### src/rtl/stream_demux_n.sv
`default_nettype none
// ============================================================================
// Module   : stream_demux_n
// Brief    : Registered 1-to-2 valid/ready demux with a 2-entry FIFO and a
//            delivered-word counter per output port.
// Revision : 1.0 - initial release
// ============================================================================
module stream_demux_n #(
  parameter int n  = 32,
  parameter int cw = 8
) (
  input  logic          clk,
  input  logic          rst,
  input  logic [n-1:0]  in_data,
  input  logic          in_sel,
  input  logic          in_valid,
  output logic          in_ready,
  output logic [n-1:0]  a_data,
  output logic          a_valid,
  input  logic          a_ready,
  output logic [n-1:0]  b_data,
  output logic          b_valid,
  input  logic          b_ready,
  output logic [cw-1:0] a_count,
  output logic [cw-1:0] b_count
);

  // Port index 0 is A (in_sel=1), index 1 is B (in_sel=0).
  logic [1:0]    w_space;
  logic [1:0]    w_valid;
  logic [1:0]    w_push;
  logic [1:0]    w_pop;
  logic [1:0]    w_xready;
  logic [n-1:0]  w_head [2];
  logic [cw-1:0] w_cnt  [2];

  assign w_xready = {b_ready, a_ready};

  // Acceptance looks only at the selected FIFO's registered occupancy.
  assign in_ready  = in_sel ? w_space[0] : w_space[1];
  assign w_push[0] = in_valid &  in_sel & w_space[0];
  assign w_push[1] = in_valid & ~in_sel & w_space[1];

  for (genvar p = 0; p < 2; p++) begin : g_port
    logic [n-1:0]  r_mem [2];
    logic          r_wptr;
    logic          r_rptr;
    logic [1:0]    r_occ;
    logic [cw-1:0] r_count;

    assign w_space[p] = (r_occ != 2'd2);
    assign w_valid[p] = (r_occ != 2'd0);
    assign w_pop[p]   = w_valid[p] & w_xready[p];
    assign w_head[p]  = r_mem[r_rptr];
    assign w_cnt[p]   = r_count;

    always_ff @(posedge clk or posedge rst) begin
      if (rst) begin
        r_mem[0] <= '0;
        r_mem[1] <= '0;
        r_wptr   <= 1'b0;
        r_rptr   <= 1'b0;
        r_occ    <= 2'd0;
        r_count  <= '0;
      end else begin
        if (w_push[p]) begin
          r_mem[r_wptr] <= in_data;
          r_wptr        <= ~r_wptr;
        end
        if (w_pop[p]) begin
          r_rptr  <= ~r_rptr;
          r_count <= r_count + 1'b1;
        end
        // Push and pop together leave occupancy unchanged.
        case ({w_push[p], w_pop[p]})
          2'b10:   r_occ <= r_occ + 2'd1;
          2'b01:   r_occ <= r_occ - 2'd1;
          default: r_occ <= r_occ;
        endcase
      end
    end
  end

  assign a_data  = w_head[0];
  assign b_data  = w_head[1];
  assign a_valid = w_valid[0];
  assign b_valid = w_valid[1];
  assign a_count = w_cnt[0];
  assign b_count = w_cnt[1];

endmodule
`default_nettype wire

### config.mk
export PLATFORM = sky130hd
export DESIGN_NAME = stream_demux_n
export DESIGN_NICKNAME = d
export VERILOG_FILES = /design/src/rtl/stream_demux_n.sv
export SDC_FILE = /design/constraint.sdc
export NUM_CORES = 1
export LEC_CHECK = 0
export BUFFER_PORTS_ARGS = -buffer_cell sky130_fd_sc_hd__buf_4
export CORE_ASPECT_RATIO = 1.5
export CORE_MARGIN = 4
export CORE_UTILIZATION = 41
export CTS_CLUSTER_DIAMETER = 100
export DETAILED_ROUTE_END_ITERATION = 16
export SETUP_SLACK_MARGIN = 0.15
export SLEW_MARGIN = 20
export SYNTH_ARGS = -nofsm -noshare
export SYNTH_HDL_FRONTEND = slang
export SYNTH_SLANG_ARGS = --single-unit
### constraint.sdc
create_clock -name clk -period 5.61 [get_ports clk]
set_clock_uncertainty 0.15 [all_clocks]
set_input_delay 0.8415 -clock clk [delete_from_list [all_inputs] [get_ports clk]]
set_output_delay 0.8415 -clock clk [all_outputs]
set_load 0.005 [all_outputs]
==> run metrics <==
Tcrit/Tclk final=52.9%; WL/cell=18.4 um; Buffers on Ports=120; Met3 Wirelength=538 um; Die Span X=113 um; Pwr Density=625 mW/mm2; worst path buffer plus inverter count=1; # setup viols final=0; IO Pins=121; Post-Route Utilization=51.8%; Worst Hold Path Cells=1; EDFF count, synth=0; setup slack, reg-to-reg=3.51 ns; most frequent cell after synthesis=dfrtp_1; top routing layer used=met4; Clock Latency Late Sink=0.42 ns; Post-synth top cells=dfrtp_1, mux2_2, mux2_4; critical setup path kind=reg2out; vias in the first global route=4339; Area Overhead vs Synth=23.7%; CTS tree=built; Fillers=1436; Crit path largest cell delay=0.96 ns; Initial Utilization=41.9%; FP Rows=57; global-route wire length before repair=23600 um; Via-to-Cell Ratio=5.06; Max H-tree Level=4; synth top area cells=dfrtp_1, mux2_2, mux2_4; drt first pass iters=4; Iteration-0 DRC Markers=100; Post-Synthesis Cells=441; post-synth top area share=55.9%; pin count of the biggest net entering global routing=102; Die H=166 um; launching point of the worst reg2reg path=g_port[1].r_occ[0]; CP arrival=1.98 ns; Critical Path End Type=primary output; Post-CTS Repair Setup Buffers=0; GPL Wtd Cong=0.719; crit-path max FO=33; highest-delay cell along the critical path=dfrtp_2; core area=0.0163 mm2; Num CTS Buffers=17; ANT nets after route=0; Yosys reg bits=152; CP startpoint kind=register; CP delay by family, top=flip-flops; Max Clock Freq=337 MHz; setup tns final=0 ns; hold-fix buffers at CTS=0; leakage power=3.84 nW; M1 WL=5920 um; Critical R2R Capture=g_port[1].r_mem[62]; Sink Count=152; share of layout cells above drive strength 1=59.1%; Yosys top cell by area=dfrtp_1; final WL=14400 um; Peak VDD IR=256 uV; Slew headroom=38.6%; clock transition at the registers of the reported paths=0.06 ns; detailed-route via count=3948; Yosys cell types=30; Final Hold Fails=0; status=finished, final reports clean; n_diodes=0; syn nets=483; CP cell instances=mux2_2, buf_4; Levels on crit path=2; Slew Viols, Final=0; Global Route Usage Sum=15.9%; required time worst endpoint=4.62 ns; Hold Path Origin=g_port[0].r_mem[48]; Async S/R FF share, synth=100%; initial antenna violation count=0; Hold Crit Class=reg2reg; R2R cell count=4; Root Buffer=clkbuf_16; worst hold path endpoint=g_port[0].r_mem[48]; Worst Tran Pin Value=0.921 ns; Max Root-Sink Buffers=2; WL met2=7690 um; RSZ-0062 raised after global routing=no; grt total ovfl=0; Die ar.=0.0188 mm2; Synth Cell Area=0.00681 mm2; Syn Area/Cell=15.4 um2; warnings from Yosys=0; hpwl dp=9350 um; top_reg_cell synth=dfrtp_1; Tmin final=2.97 ns; Net count, final=604; Post-CTS Resized=0; sequential share of the synthesized area=55.9%; drt drc=0; max-cap violations=0
## flip-flops by register name, indices dropped and copies added (netlist names)
register	flops
g_port.r_mem	128
a_count	8
b_count	8
g_port.r_occ	4
g_port.r_rptr	2
g_port.r_wptr	2
## cells in the final DEF, fill, tap and decap left out, types with 6 or more instances in the layout
cell | Yosys | final
mux2_1 | 20 | 20
clkbuf_16 | 0 | 17
nand2_1 | 11 | 11
buf_4 | 1 | 124
mux2_2 | 142 | 142
clkinv_4 | 0 | 6
mux2_4 | 30 | 30
nand4_1 | 6 | 6
xor2_1 | 8 | 8
xnor2_1 | 16 | 16
dfrtp_1 | 152 | 150
## cell families after synthesis
kind of cell             synth area share [%]
AND/OR/NAND/NOR                          3.77
XOR/XNOR                                 3.09
AO/OA/AOI/OAI                           0.331
buffers and inverters                    2.81
adder cells (fa/ha/maj)                 0.735
multiplexers                             33.4
flip-flops                               55.9
## report_power, final
part | internal (mW) | switching (mW) | leakage [nW]
logic | 1.37 | 0.673 | 1.73
registers | 1.64 | 0.436 | 1.82
clock network | 0.682 | 0.457 | 0.289
total | 3.70 | 1.57 | 3.84
## through the flow
step           setup slack, ns  total power [mW]  instance area [um2]  hold slack (ns)  cells
2_1_floorplan            0.525              3.25                 6810            0.304    441
6_report                  2.64              5.27                 8420            0.328    781
4_1_cts                   2.57              5.36                 8420            0.334    781
3_5_place_dp              3.03              4.19                 7830            0.321    749
5_1_grt                   2.55              5.60                 8420            0.343    781
3_3_place_gp              3.05              4.13                 7830            0.311    749
## per-layer routing
| layer | global-route usage, % | vias to the layer above |
|---|---|---|
| met4 | 5.96 | 0 |
| li1 | - | 1807 |
| met5 | 0 | - |
| met2 | 27.3 | 78 |
| met1 | 19.4 | 2045 |
| met3 | 3.61 | 18 |
## how the worst max path moves through the flow
stage | from | endpoint | slack [ns]
5_1_grt | g_port[1].r_rptr | b_data[19] | 2.55
6_report | g_port[1].r_rptr | b_data[19] | 2.64
3_3_place_gp | g_port[1].r_rptr | b_data[19] | 3.05
2_1_floorplan | rst | a_count[0] | 0.53
3_5_place_dp | g_port[1].r_rptr | b_data[19] | 3.03
4_1_cts | g_port[1].r_rptr | b_data[19] | 2.57
## layout make-up
cell class / count / area (um2) / share of cell area, %
Clock inverter: 13 / 146 / 1.74
Clock buffer: 19 / 453 / 5.38
Sequential cell: 152 / 3810 / 45.2
Inverter: 3 / 16.3 / 0.193
Timing Repair Buffer: 124 / 931 / 11.1
Multi-Input combinational cell: 264 / 2810 / 33.4
Tap cell: 206 / 258 / 3.06
(Power assumes the default switching activity.)
